`config.mk`:
```
export PLATFORM = sky130hd
export DESIGN_NAME = bram_lookup_client
export DESIGN_NICKNAME = d
export VERILOG_FILES = /design/src/rtl/bram_lookup_client_pkg.sv /design/src/rtl/lookup_req_fifo.sv /design/src/rtl/bram_lookup_client.sv
export SDC_FILE = /design/constraint.sdc
export NUM_CORES = 1
export LEC_CHECK = 0
export ABC_CLOCK_PERIOD_IN_PS = 2400
export CAP_MARGIN = 40
export CORE_MARGIN = 2
export CORE_UTILIZATION = 41
export DETAILED_ROUTE_END_ITERATION = 8
export PLACE_DENSITY = 0.76
export SYNTH_ARGS = -nofsm -noshare
export SYNTH_HDL_FRONTEND = slang
export SYNTH_SLANG_ARGS = --single-unit
```
`constraint.sdc`:
```
create_clock -name clk -period 2.4 [get_ports clk]
set_clock_uncertainty 0.05 [all_clocks]
set_input_delay 0.24 -clock clk [delete_from_list [all_inputs] [get_ports clk]]
set_output_delay 0.24 -clock clk [all_outputs]
set_load 0.01 [all_outputs]
```
`src/rtl/bram_lookup_client_pkg.sv`:
```
// ----------------------------------------------------------------------------
// bram_lookup_client_pkg
//
// Shared definitions for the BRAM MAC-table lookup client:
//   - state_t          : lookup FSM encoding (IDLE/REQ/WAIT_VALID/OUT)
//   - DEF_*_WIDTH      : default address / data / tag widths
//   - STAT_SAT         : saturation value of the 32-bit statistics counters
//   - sat_inc()        : saturating increment used by the statistics counters
// ----------------------------------------------------------------------------
package bram_lookup_client_pkg;

    typedef enum logic [1:0] {
        IDLE       = 2'd0,
        REQ        = 2'd1,
        WAIT_VALID = 2'd2,
        OUT        = 2'd3
    } state_t;

    localparam int DEF_ADDR_WIDTH = 8;
    localparam int DEF_DATA_WIDTH = 48;
    localparam int DEF_TAG_WIDTH  = 8;

    localparam logic [31:0] STAT_SAT = 32'hFFFF_FFFF;

    // Counters stick at all-ones rather than wrapping back to zero.
    function automatic logic [31:0] sat_inc(input logic [31:0] value);
        return (value == STAT_SAT) ? value : value + 32'd1;
    endfunction

endpackage

```
`src/rtl/lookup_req_fifo.sv`:
```
// ----------------------------------------------------------------------------
// lookup_req_fifo
//
// Generic synchronous FIFO holding queued lookup requests.
// Depth is 2**DEPTH_BITS; read data is the current head (show-ahead), so the
// consumer registers it in the same cycle it pops.
//
// Ports:
//   clk        in   system clock
//   rst_n      in   asynchronous active-low reset (empties the FIFO)
//   push       in   write push_data (ignored when full)
//   push_data  in   WIDTH-bit entry
//   pop        in   drop the head entry (ignored when empty)
//   pop_data   out  head entry
//   full       out  no free entries
//   empty      out  no valid entries
// ----------------------------------------------------------------------------
module lookup_req_fifo #(
    parameter int WIDTH      = 16,
    parameter int DEPTH_BITS = 2
) (
    input  logic             clk,
    input  logic             rst_n,
    input  logic             push,
    input  logic [WIDTH-1:0] push_data,
    input  logic             pop,
    output logic [WIDTH-1:0] pop_data,
    output logic             full,
    output logic             empty
);

    localparam int DEPTH = 1 << DEPTH_BITS;

    // Pointers carry one extra wrap bit so full and empty can be told apart.
    logic [DEPTH_BITS:0]   wr_ptr_q, wr_ptr_d;
    logic [DEPTH_BITS:0]   rd_ptr_q, rd_ptr_d;
    logic                  do_push;
    logic                  do_pop;
    logic [WIDTH-1:0]      mem_q [DEPTH];

    always_comb begin
        full     = (wr_ptr_q[DEPTH_BITS] != rd_ptr_q[DEPTH_BITS]) &&
                   (wr_ptr_q[DEPTH_BITS-1:0] == rd_ptr_q[DEPTH_BITS-1:0]);
        empty    = (wr_ptr_q == rd_ptr_q);
        do_push  = push && !full;
        do_pop   = pop && !empty;
        wr_ptr_d = wr_ptr_q + {{DEPTH_BITS{1'b0}}, do_push};
        rd_ptr_d = rd_ptr_q + {{DEPTH_BITS{1'b0}}, do_pop};
        pop_data = mem_q[rd_ptr_q[DEPTH_BITS-1:0]];
    end

    always_ff @(posedge clk or negedge rst_n) begin
        if (!rst_n) begin
            wr_ptr_q <= '0;
            rd_ptr_q <= '0;
        end else begin
            wr_ptr_q <= wr_ptr_d;
            rd_ptr_q <= rd_ptr_d;
        end
    end

    // Storage needs no reset: an entry is only read after it has been written.
    for (genvar gi = 0; gi < DEPTH; gi++) begin : g_entry
        always_ff @(posedge clk) begin
            if (do_push && (wr_ptr_q[DEPTH_BITS-1:0] == DEPTH_BITS'(gi))) begin
                mem_q[gi] <= push_data;
            end
        end
    end

endmodule

```
`src/rtl/bram_lookup_client.sv`:
```
// ----------------------------------------------------------------------------
// bram_lookup_client
//
// Upstream requester for read port 0 of the BRAM MAC table. Lookup requests
// (label index + caller tag) are queued in a small FIFO; one BRAM read is
// issued at a time, the returned next-hop MAC is captured and presented
// downstream with the caller's tag. A missing read response is turned into
// an error result (res_err = 1, res_mac = 0) after TIMEOUT_CYCLES.
//
// Build option: define BRAM_LOOKUP_STATS_EN to implement the saturating
// stat_lookups / stat_timeouts counters; otherwise both ports read 0.
//
// Ports:
//   clk, reset           clock; asynchronous active-low reset
//   lkup_vld/addr/tag    lookup request in; lkup_rdy = FIFO not full
//   bram_read_req/add    read request and address to the BRAM arbiter
//   br_read_ack          arbiter accepted the request
//   br_read_valid        read data valid, data on mac_add_in
//   res_vld/mac/tag/err  result out, held until res_rdy
//   stat_lookups         completed lookups (saturating)
//   stat_timeouts        timed-out lookups (saturating)
// ----------------------------------------------------------------------------
module bram_lookup_client
    import bram_lookup_client_pkg::*;
#(
    parameter int ADDR_WIDTH      = DEF_ADDR_WIDTH,
    parameter int DATA_WIDTH      = DEF_DATA_WIDTH,
    parameter int TAG_WIDTH       = DEF_TAG_WIDTH,
    parameter int FIFO_DEPTH_BITS = 2,
    parameter int TIMEOUT_CYCLES  = 16
) (
    input  logic                  clk,
    input  logic                  reset,
    input  logic                  lkup_vld,
    input  logic [ADDR_WIDTH-1:0] lkup_addr,
    input  logic [TAG_WIDTH-1:0]  lkup_tag,
    output logic                  lkup_rdy,
    output logic                  bram_read_req,
    output logic [ADDR_WIDTH-1:0] bram_read_add,
    input  logic                  br_read_ack,
    input  logic                  br_read_valid,
    input  logic [DATA_WIDTH-1:0] mac_add_in,
    output logic                  res_vld,
    output logic [DATA_WIDTH-1:0] res_mac,
    output logic [TAG_WIDTH-1:0]  res_tag,
    output logic                  res_err,
    input  logic                  res_rdy,
    output logic [31:0]           stat_lookups,
    output logic [31:0]           stat_timeouts
);

    localparam int ENTRY_W = ADDR_WIDTH + TAG_WIDTH;
    localparam int CNT_W   = $clog2(TIMEOUT_CYCLES);
    localparam logic [CNT_W-1:0] CNT_LAST = CNT_W'(TIMEOUT_CYCLES - 1);

    state_t                state_q, state_d;
    logic [ADDR_WIDTH-1:0] addr_q, addr_d;
    logic [TAG_WIDTH-1:0]  tag_q, tag_d;
    logic [DATA_WIDTH-1:0] mac_q, mac_d;
    logic                  err_q, err_d;
    logic [CNT_W-1:0]      wait_cnt_q, wait_cnt_d;

    logic                  fifo_push;
    logic                  fifo_pop;
    logic [ENTRY_W-1:0]    fifo_rd_data;
    logic                  fifo_full;
    logic                  fifo_empty;

    // ------------------------------------------------------------------
    // Request FIFO. lkup_rdy is forced low while reset is held so nothing
    // is offered as accepted during reset.
    // ------------------------------------------------------------------
    assign lkup_rdy  = reset && !fifo_full;
    assign fifo_push = lkup_vld && lkup_rdy;

    lookup_req_fifo #(
        .WIDTH      (ENTRY_W),
        .DEPTH_BITS (FIFO_DEPTH_BITS)
    ) u_req_fifo (
        .clk       (clk),
        .rst_n     (reset),
        .push      (fifo_push),
        .push_data ({lkup_addr, lkup_tag}),
        .pop       (fifo_pop),
        .pop_data  (fifo_rd_data),
        .full      (fifo_full),
        .empty     (fifo_empty)
    );

    // ------------------------------------------------------------------
    // Lookup FSM
    // ------------------------------------------------------------------
    always_comb begin
        state_d    = state_q;
        addr_d     = addr_q;
        tag_d      = tag_q;
        mac_d      = mac_q;
        err_d      = err_q;
        wait_cnt_d = wait_cnt_q;
        fifo_pop   = 1'b0;

        case (state_q)
            IDLE: begin
                if (!fifo_empty) begin
                    fifo_pop        = 1'b1;
                    {addr_d, tag_d} = fifo_rd_data;
                    state_d         = REQ;
                end
            end

            REQ: begin
                // Read data is only meaningful once the request is accepted;
                // valid seen together with ack belongs to this request.
                if (br_read_ack) begin
                    wait_cnt_d = '0;
                    if (br_read_valid) begin
                        mac_d   = mac_add_in;
                        err_d   = 1'b0;
                        state_d = OUT;
                    end else begin
                        state_d = WAIT_VALID;
                    end
                end
            end

            WAIT_VALID: begin
                // The counter steps once per waiting cycle; reaching
                // TIMEOUT_CYCLES-1 puts the result out TIMEOUT_CYCLES
                // cycles after the ack cycle.
                wait_cnt_d = wait_cnt_q + CNT_W'(1);
                if (br_read_valid) begin
                    mac_d   = mac_add_in;
                    err_d   = 1'b0;
                    state_d = OUT;
                end else if (wait_cnt_d == CNT_LAST) begin
                    mac_d   = '0;
                    err_d   = 1'b1;
                    state_d = OUT;
                end
            end

            OUT: begin
                if (res_rdy) begin
                    state_d = IDLE;
                end
            end

            default: state_d = IDLE;
        endcase
    end

    always_ff @(posedge clk or negedge reset) begin
        if (!reset) begin
            state_q    <= IDLE;
            addr_q     <= '0;
            tag_q      <= '0;
            mac_q      <= '0;
            err_q      <= 1'b0;
            wait_cnt_q <= '0;
        end else begin
            state_q    <= state_d;
            addr_q     <= addr_d;
            tag_q      <= tag_d;
            mac_q      <= mac_d;
            err_q      <= err_d;
            wait_cnt_q <= wait_cnt_d;
        end
    end

    // Outputs decode straight from registered state, so an asynchronous
    // reset drops the request and result strobes immediately.
    assign bram_read_req = (state_q == REQ);
    assign bram_read_add = addr_q;
    assign res_vld       = (state_q == OUT);
    assign res_mac       = mac_q;
    assign res_tag       = tag_q;
    assign res_err       = err_q;

    // ------------------------------------------------------------------
    // Statistics
    // ------------------------------------------------------------------
`ifdef BRAM_LOOKUP_STATS_EN
    logic [31:0] stat_lookups_q, stat_lookups_d;
    logic [31:0] stat_timeouts_q, stat_timeouts_d;
    logic        res_done;

    always_comb begin
        res_done        = (state_q == OUT) && res_rdy;
        stat_lookups_d  = stat_lookups_q;
        stat_timeouts_d = stat_timeouts_q;
        if (res_done) begin
            stat_lookups_d = sat_inc(stat_lookups_q);
            if (err_q) begin
                stat_timeouts_d = sat_inc(stat_timeouts_q);
            end
        end
    end

    always_ff @(posedge clk or negedge reset) begin
        if (!reset) begin
            stat_lookups_q  <= '0;
            stat_timeouts_q <= '0;
        end else begin
            stat_lookups_q  <= stat_lookups_d;
            stat_timeouts_q <= stat_timeouts_d;
        end
    end

    assign stat_lookups  = stat_lookups_q;
    assign stat_timeouts = stat_timeouts_q;
`else
    assign stat_lookups  = 32'd0;
    assign stat_timeouts = 32'd0;
`endif

endmodule

```
==> run_summary.xml, run 1 <==
<?xml version="1.0" encoding="UTF-8"?>
<metrics>
  <group name="run_status">
    <metric name="result_of_the_run" unit="">complete, no violations</metric>
  </group>
  <group name="sta">
    <metric name="final.setup.worst_slack" unit="ns">0.225</metric>
    <metric name="grt_setup_unrepaired" unit="">false</metric>
    <metric name="tightestPinTransition" unit="ns">0.824</metric>
    <metric name="setup_viol_count_final" unit="">0</metric>
    <metric name="timing.final.crit_period" unit="ns">2.18</metric>
    <metric name="fin_tns_setup" unit="ns">0</metric>
    <metric name="timing_max_transition_violations_final" unit="">0</metric>
    <metric name="clock.fmax" unit="GHz">0.460</metric>
    <metric name="timing.hold.ws" unit="ns">0.400</metric>
    <metric name="worst_slew_margin_rel" unit="%">45.1</metric>
    <metric name="final_hold_viol_count" unit="">0</metric>
    <metric name="final.period_utilization" unit="%">90.6</metric>
  </group>
  <group name="setup_path">
    <metric name="crit_fanout" unit="">6</metric>
    <metric name="worst-endpoint-required" unit="ns">2.11</metric>
    <metric name="worst_setup_path_start_kind" unit="">flip-flop</metric>
    <metric name="cp.arrival" unit="ns">1.89</metric>
    <metric name="crit_path_end_kind" unit="">output pin</metric>
    <metric name="worst-setup-path-type" unit="">reg -&gt; out</metric>
  </group>
  <group name="global_route">
    <metric name="grt_antenna_before_repair" unit="">1</metric>
    <metric name="first_global_vias" unit="">3444</metric>
    <metric name="grt_max_degree" unit="">50</metric>
    <metric name="track_usage" unit="%">15.8</metric>
    <metric name="grt_pass1_wl" unit="microns">17900</metric>
    <metric name="gr-total-overflow" unit="">0</metric>
  </group>
  <group name="synth">
    <metric name="ys_dominant_reg_cell" unit="">sky130_fd_sc_hd__dfrtp_1</metric>
    <metric name="netlist.area_leader.share" unit="%">32.8</metric>
    <metric name="yosysSeqAreaShare" unit="%">65.5</metric>
    <metric name="synth_enable_flop_cells" unit="">64</metric>
    <metric name="post_synth_inst_count" unit="">374</metric>
    <metric name="synth.avg_cell_area" unit="sq um">15.7</metric>
    <metric name="synth_seq_cells" unit="">141</metric>
    <metric name="cell_area_after_synthesis" unit="sq um">5870</metric>
    <metric name="yosysWarningCount" unit="">0</metric>
    <metric name="async_flop_share" unit="%">54.6</metric>
    <metric name="post_synth_main_area_contributors" unit="">sky130_fd_sc_hd__dfrtp_1 33%, sky130_fd_sc_hd__edfxtp_1 33%, sky130_fd_sc_hd__buf_4 8.4%</metric>
    <metric name="synth.largest_area_cell" unit="">sky130_fd_sc_hd__dfrtp_1</metric>
    <metric name="synth.distinct_cells" unit="">37</metric>
  </group>
  <group name="clock_network">
    <metric name="clkLatencyLatePin" unit="ns">0.40</metric>
    <metric name="clk_root_buffer_cell" unit="">sky130_fd_sc_hd__clkbuf_16</metric>
    <metric name="tritoncts.num_buffers" unit="">17</metric>
    <metric name="cts_setup_buffers" unit="">0</metric>
    <metric name="cts_buffer_depth" unit="">2</metric>
    <metric name="clkSinkCount" unit="">141</metric>
    <metric name="htree_num_levels" unit="">4</metric>
    <metric name="clk_pin_slew" unit="ns">0.05</metric>
    <metric name="cts_tree" unit="">done</metric>
  </group>
  <group name="power">
    <metric name="p_seq_share" unit="%">37.6</metric>
    <metric name="combinationalPowerShare" unit="%">39.4</metric>
    <metric name="power.switching_fraction" unit="%">30.3</metric>
    <metric name="power.density" unit="nW/um^2">1280</metric>
    <metric name="vdd_ir_drop_max" unit="mV">0.613</metric>
    <metric name="leak" unit="uW">0.00322</metric>
    <metric name="clock_power_share" unit="%">23.0</metric>
    <metric name="power_switching" unit="uW">3040</metric>
    <metric name="power.internal" unit="uW">7010</metric>
  </group>
  <group name="placed_design">
    <metric name="pre_cts_ws" unit="ns">0.207</metric>
    <metric name="post-dp-hpwl" unit="microns">8250</metric>
    <metric name="portBuffers" unit="">137</metric>
    <metric name="place.gp.congestion" unit="">0.804</metric>
  </group>
  <group name="cells_and_area">
    <metric name="layout_cell_share_with_drive_strength_beyond_1" unit="%">14.0</metric>
    <metric name="multiInputGateArea" unit="sq um">1690</metric>
    <metric name="fillerInstances" unit="">1138</metric>
    <metric name="p_r_area_growth_vs_syn" unit="%">33.4</metric>
    <metric name="mostFrequentLayoutCell" unit="">sky130_fd_sc_hd__clkdlybuf4s50_1</metric>
    <metric name="layout.area.seq" unit="sq um">3850</metric>
    <metric name="finish.net_count" unit="">609</metric>
    <metric name="layout.cells.most_common_list" unit="">136 x sky130_fd_sc_hd__clkdlybuf4s50_1, 77 x sky130_fd_sc_hd__dfrtp_1, 64 x sky130_fd_sc_hd__conb_1, 64 x sky130_fd_sc_hd__edfxtp_1, 49 x sky130_fd_sc_hd__a22o_1</metric>
  </group>
  <group name="floorplan">
    <metric name="coreArea" unit="sq um">13900</metric>
    <metric name="die_width" unit="microns">124</metric>
    <metric name="die_area" unit="sq um">15300</metric>
    <metric name="rows" unit="">43</metric>
    <metric name="floorplan.io_pins" unit="">202</metric>
    <metric name="effective_utilization_at_floorplan" unit="%">42.1</metric>
    <metric name="die_h" unit="microns">124</metric>
  </group>
  <group name="route">
    <metric name="final_antenna_net_count" unit="">0</metric>
    <metric name="drt-wirelength-per-cell" unit="microns">16.6</metric>
    <metric name="drc" unit="">0</metric>
    <metric name="via_count" unit="">3498</metric>
    <metric name="routed_wirelength" unit="microns">12000</metric>
    <metric name="drt-initial-drc-count" unit="">122</metric>
    <metric name="post_drt_via_cell_ratio" unit="">4.84</metric>
    <metric name="drt_pass1_iterations" unit="">4</metric>
  </group>
  <group name="flow_run">
    <metric name="max_cap_violations" unit="">0</metric>
  </group>
  <group name="hold_path">
    <metric name="min_path_type" unit="">in -&gt; reg</metric>
  </group>
</metrics>
per-layer routing:
layer	up-vias	track usage (%)	wire length, microns
met5	-	0	0
met1	1728	19.0	4850
met3	18	4.67	992
li1	1586	-	-
met2	166	26.6	5880
met4	0	6.61	241
area by class of cell:
cell class | count | area share (%)
clock inverter | 8 | 0.942
sequential | 141 | 49.1
timing repair buffer | 151 | 19.2
clock buffer | 24 | 5.76
tap | 180 | 2.87
antenna | 1 | 0.0319
inverter | 12 | 0.575
multi-input combinational | 205 | 21.5
stage by stage:
step | utilization, % | instances | power [uW] | cell area, sq um
2_1_floorplan | - | 437 | 5960 | 6120
3_3_place_gp | 52.4 | 688 | 7700 | 7300
3_5_place_dp | 52.4 | 688 | 7820 | 7300
4_1_cts | 56.2 | 721 | 10200 | 7830
5_1_grt | 56.2 | 722 | 10700 | 7840
6_report | 56.2 | 722 | 10100 | 7840
worst paths after layout:
kind | startpoint | endpoint | slack, ns | cells past startpoint
max reg2reg | u_req_fifo.rd_ptr_q[2] | u_req_fifo.mem_q[3][4] | 0.23 | 5
max | state_q[1] | bram_read_req | 0.22 | 3
min reg2reg | u_req_fifo.wr_ptr_q[2] | u_req_fifo.wr_ptr_q[2] | 0.44 | 1
max in group asynchronous | reset | res_mac[44] | 0.93 | 4
min | mac_add_in[46] | res_mac[46] | 0.40 | 2
min in group asynchronous | reset | res_tag[1] | 0.45 | 3
worst max-delay path, stage by stage (launching register included):
cell                              delay (ns)
sky130_fd_sc_hd__dfrtp_1                0.42
sky130_fd_sc_hd__inv_1                  0.13
sky130_fd_sc_hd__ha_1                   0.33
sky130_fd_sc_hd__clkdlybuf4s50_1        0.59
power groups by stage:
stage	logic [uW]	clock network [uW]	registers, uW
after global routing	4330	2480	3880
after detailed placement	3990	0	3830
after global placement	3930	0	3780
after floorplan	1940	0	4030
final	3960	2310	3790
after CTS	4020	2380	3790
cells in the mapped netlist, types with 2 or more instances:
cell,number
sky130_fd_sc_hd__a21oi_1,3
sky130_fd_sc_hd__a22o_1,49
sky130_fd_sc_hd__and3_1,2
sky130_fd_sc_hd__buf_2,7
sky130_fd_sc_hd__buf_4,66
sky130_fd_sc_hd__clkbuf_1,5
sky130_fd_sc_hd__dfrtp_1,77
sky130_fd_sc_hd__edfxtp_1,64
sky130_fd_sc_hd__ha_1,11
sky130_fd_sc_hd__inv_1,12
sky130_fd_sc_hd__mux2_2,17
sky130_fd_sc_hd__mux4_2,16
sky130_fd_sc_hd__nand2_1,9
sky130_fd_sc_hd__nand3_1,4
sky130_fd_sc_hd__nor2_1,2
sky130_fd_sc_hd__nor3b_1,2
sky130_fd_sc_hd__o21ai_0,5
sky130_fd_sc_hd__xnor2_1,3
sky130_fd_sc_hd__xor2_1,2
cell families (layout without fill, tap and decap cells):
logic type | count (synthesis) | after routing | share of synthesized area [%]
muxes | 33 | 33 | 9.40
and+or+nand+nor | 24 | 24 | 2.11
other | 1 | 65 | 0.0639
buffers and inverters | 91 | 195 | 10.3
xor gates and xnor gates | 5 | 5 | 0.746
adders and majority gates | 11 | 11 | 2.34
AOI/OAI and AO/OA | 68 | 68 | 9.48
DFF | 141 | 141 | 65.5
what timing repair did:
action,CTS,global route
hold buffers,1,0
resized for setup,0,0
hold endpoints to repair,31,0
sequential cells by signal, indices dropped and copies added, names as in the netlist, 2 cells and up:
signal	cells
bram_read_add	8
res_mac	48
res_tag	8
state_q	2
u_req_fifo.mem_q	64
u_req_fifo.rd_ptr_q	3
u_req_fifo.wr_ptr_q	3
wait_cnt_q	4
Power figures use the tool's default switching activity.
==> inputs of run 2 (changes only) <==
--- a/config.mk
+++ b/config.mk
@@ -6,7 +6,7 @@
 export NUM_CORES = 1
 export LEC_CHECK = 0
 export ABC_CLOCK_PERIOD_IN_PS = 2400
-export CAP_MARGIN = 40
+export CAP_MARGIN = 20
 export CORE_MARGIN = 2
 export CORE_UTILIZATION = 41
 export DETAILED_ROUTE_END_ITERATION = 8
@@ -14,3 +14,4 @@
 export SYNTH_ARGS = -nofsm -noshare
 export SYNTH_HDL_FRONTEND = slang
 export SYNTH_SLANG_ARGS = --single-unit
+export TNS_END_PERCENT = 100
==> results of run 2 <==
Same layout as run 1: the final DEF is identical, and so are final timing and power.
==> inputs of run 3 (changes only) <==
--- a/config.mk
+++ b/config.mk
@@ -5,12 +5,13 @@
 export SDC_FILE = /design/constraint.sdc
 export NUM_CORES = 1
 export LEC_CHECK = 0
-export ABC_CLOCK_PERIOD_IN_PS = 2400
+export ABC_CLOCK_PERIOD_IN_PS = 2350
 export CAP_MARGIN = 20
 export CORE_MARGIN = 2
-export CORE_UTILIZATION = 41
+export CORE_UTILIZATION = 45
 export DETAILED_ROUTE_END_ITERATION = 8
-export PLACE_DENSITY = 0.76
+export PLACE_DENSITY = 0.8
+export REMOVE_ABC_BUFFERS = 1
 export SYNTH_ARGS = -nofsm -noshare
 export SYNTH_HDL_FRONTEND = slang
 export SYNTH_SLANG_ARGS = --single-unit
==> constraint.sdc (replaced) <==
create_clock -name clk -period 2.35 [get_ports clk]
set_clock_uncertainty 0.05 [all_clocks]
set_input_delay 0.235 -clock clk [delete_from_list [all_inputs] [get_ports clk]]
set_output_delay 0.235 -clock clk [all_outputs]
set_load 0.01 [all_outputs]
==> run_summary.xml, run 3 (same netlist as run 1, synthesis figures left out) <==
<?xml version="1.0" encoding="UTF-8"?>
<metrics>
  <group name="global_route">
    <metric name="grt_antenna_before_repair" unit="">0</metric>
    <metric name="grt_pass1_wl" unit="microns">20500</metric>
    <metric name="first_global_vias" unit="">3628</metric>
    <metric name="grt_max_degree" unit="">50</metric>
    <metric name="track_usage" unit="%">19.5</metric>
    <metric name="gr-total-overflow" unit="">0</metric>
  </group>
  <group name="setup_path">
    <metric name="cp-startpoint" unit="">state_q[1]</metric>
    <metric name="worst-setup-path-type" unit="">reg -&gt; out</metric>
    <metric name="timing.rr.start" unit="">state_q[0]</metric>
    <metric name="worst_r2r_path_depth" unit="">7</metric>
    <metric name="crit_path_end_kind" unit="">output pin</metric>
    <metric name="worst_setup_path_start_kind" unit="">flip-flop</metric>
    <metric name="crit_fanout" unit="">6</metric>
    <metric name="slowest_stage" unit="">sky130_fd_sc_hd__clkdlybuf4s50_1</metric>
    <metric name="worst-endpoint-required" unit="ns">2.07</metric>
    <metric name="timing.critical_path.cells" unit="">inv_1 -&gt; ha_1 -&gt; clkdlybuf4s50_1</metric>
    <metric name="critical-path-max-stage-delay" unit="ns">0.59</metric>
    <metric name="cp.arrival" unit="ns">1.84</metric>
  </group>
  <group name="power">
    <metric name="power_switching" unit="uW">3270</metric>
    <metric name="combinationalPowerShare" unit="%">37.8</metric>
    <metric name="power.switching_fraction" unit="%">30.0</metric>
    <metric name="p_seq_share" unit="%">35.6</metric>
    <metric name="power.density" unit="nW/um^2">1370</metric>
    <metric name="leak" unit="uW">0.00330</metric>
    <metric name="vdd_ir_drop_max" unit="mV">0.594</metric>
    <metric name="power.internal" unit="uW">7610</metric>
    <metric name="clock_power_share" unit="%">26.7</metric>
  </group>
  <group name="hold_path">
    <metric name="min_delay_path_depth" unit="">2</metric>
    <metric name="hold_path_startpoint" unit="">mac_add_in[34]</metric>
    <metric name="min_path_type" unit="">in -&gt; reg</metric>
  </group>
  <group name="clock_network">
    <metric name="clkLatencyLatePin" unit="ns">0.41</metric>
    <metric name="clkSinkCount" unit="">141</metric>
    <metric name="cts_buffer_depth" unit="">2</metric>
    <metric name="htree_num_levels" unit="">4</metric>
    <metric name="clk_root_buffer_cell" unit="">sky130_fd_sc_hd__clkbuf_16</metric>
    <metric name="post_cts.resized_instances" unit="">0</metric>
    <metric name="tritoncts.num_buffers" unit="">17</metric>
    <metric name="cts_setup_buffers" unit="">0</metric>
    <metric name="clk_pin_slew" unit="ns">0.06</metric>
    <metric name="cts_tree" unit="">done</metric>
  </group>
  <group name="sta">
    <metric name="grt_setup_unrepaired" unit="">false</metric>
    <metric name="worst_slew_margin_rel" unit="%">45.9</metric>
    <metric name="timing.hold.ws" unit="ns">0.382</metric>
    <metric name="tightestPinTransition" unit="ns">0.812</metric>
    <metric name="final_hold_viol_count" unit="">0</metric>
    <metric name="clock.fmax" unit="GHz">0.470</metric>
    <metric name="fin_tns_setup" unit="ns">0</metric>
    <metric name="timing_max_transition_violations_final" unit="">0</metric>
    <metric name="final.period_utilization" unit="%">90.5</metric>
    <metric name="timing.final.crit_period" unit="ns">2.13</metric>
    <metric name="setup_viol_count_final" unit="">0</metric>
  </group>
  <group name="cells_and_area">
    <metric name="final_cell_count_no_fill" unit="">715</metric>
    <metric name="layout.core_utilization" unit="%">62.8</metric>
    <metric name="register_with_the_highest_flop_count" unit="">u_req_fifo.mem_q</metric>
    <metric name="antennaDiodeCount" unit="">0</metric>
    <metric name="final_design_area_no_fill" unit="sq um">7960</metric>
    <metric name="finish.net_count" unit="">611</metric>
    <metric name="largest_reg_flops" unit="">64</metric>
    <metric name="mostFrequentLayoutCell" unit="">sky130_fd_sc_hd__clkdlybuf4s50_1</metric>
    <metric name="p_r_area_growth_vs_syn" unit="%">35.5</metric>
    <metric name="fillerInstances" unit="">923</metric>
    <metric name="layout.cells.most_common_list" unit="">136 x sky130_fd_sc_hd__clkdlybuf4s50_1, 77 x sky130_fd_sc_hd__dfrtp_1, 64 x sky130_fd_sc_hd__conb_1, 64 x sky130_fd_sc_hd__edfxtp_1, 49 x sky130_fd_sc_hd__a22o_1</metric>
    <metric name="layout_cell_share_with_drive_strength_beyond_1" unit="%">15.7</metric>
  </group>
  <group name="placed_design">
    <metric name="post-dp-hpwl" unit="microns">8830</metric>
    <metric name="place_inst" unit="">682</metric>
    <metric name="place.gp.congestion" unit="">0.847</metric>
    <metric name="post_dp_cell_area" unit="sq um">7300</metric>
    <metric name="portBuffers" unit="">137</metric>
  </group>
  <group name="floorplan">
    <metric name="coreArea" unit="sq um">12700</metric>
    <metric name="floorplan.io_pins" unit="">202</metric>
    <metric name="die_h" unit="microns">118</metric>
    <metric name="die_width" unit="microns">118</metric>
    <metric name="rows" unit="">41</metric>
    <metric name="die_area" unit="sq um">14000</metric>
    <metric name="effective_utilization_at_floorplan" unit="%">46.3</metric>
  </group>
  <group name="route">
    <metric name="post_drt_via_cell_ratio" unit="">5.00</metric>
    <metric name="final_antenna_net_count" unit="">0</metric>
    <metric name="via_count" unit="">3572</metric>
    <metric name="drt-wirelength-per-cell" unit="microns">18.4</metric>
    <metric name="drc" unit="">0</metric>
    <metric name="drt-initial-drc-count" unit="">287</metric>
    <metric name="routed_wirelength" unit="microns">13200</metric>
    <metric name="drt_pass1_iterations" unit="">4</metric>
  </group>
  <group name="flow_run">
    <metric name="max_cap_violations" unit="">0</metric>
  </group>
  <group name="run_status">
    <metric name="result_of_the_run" unit="">complete, no violations</metric>
  </group>
</metrics>
run 3: cell count changes in the layout (fill, tap and decap cells not counted), sizes merged:
cell / previous run / this run
inv: 12 / 15
clkinv: 4 / 5
bufinv: 1 / 5
clkinvlp: 3 / 1
diode: 1 / 0
buf: 14 / 16
clkbuf: 24 / 18
run 3: routing by layer:
metal | up-vias | share of wire (%) | track usage (%)
li1 | 1585 | - | -
met1 | 1828 | 41 | 24.0
met2 | 152 | 51 | 32.2
met3 | 7 | 7.1 | 6.56
met4 | 0 | 0.48 | 6.55
met5 | - | 0 | 0
run 3: final timing paths:
check	end	slack [ns]
worst max-delay path	bram_read_req	0.22
worst min-delay path	res_mac[34]	0.38
worst max register to register	state_q[1]	0.25
worst min register to register	res_mac[5]	0.45
max in group asynchronous	res_mac[35]	0.91
min in group asynchronous	bram_read_add[3]	0.40
run 3: cell type report:
cell class / count / area, sq um / share of cell area, %
sequential: 141 / 3850 / 48.4
tap: 172 / 215 / 2.70
timing repair buffer: 153 / 1520 / 19.1
clock inverter: 14 / 215 / 2.70
clock buffer: 18 / 429 / 5.39
inverter: 12 / 45.0 / 0.566
multi-input combinational: 205 / 1690 / 21.2
run 3: timing repair:
item                       in CTS  in global routing
hold endpoints to repair       36                  0
hold buffers                    1                  0
setup endpoints to repair       0                  0
run 3: worst max-delay path, delay by kind of cell, from the launching register on:
kind | cells | cell delay [ns]
adder cells (fa/ha/maj) | 1 | 0.31
buffers and inverters | 2 | 0.71
flip-flops | 1 | 0.42
run 3: stage by stage:
stage               worst slack (ns)  total power (uW)
detailed placement             0.271              8010
floorplan                     -0.924              5920
CTS                            0.195             11000
global route                   0.137             11500
finish                         0.223             10900
global placement               0.308              7880
run 3: power groups by stage:
stage               registers (uW)  clock network [uW]  logic [uW]
floorplan                     4210                   0        1710
global placement              3850                   0        4030
detailed placement            3900                   0        4110
CTS                           3870                2970        4160
global route                  3960                3080        4420
finish                        3870                2900        4110
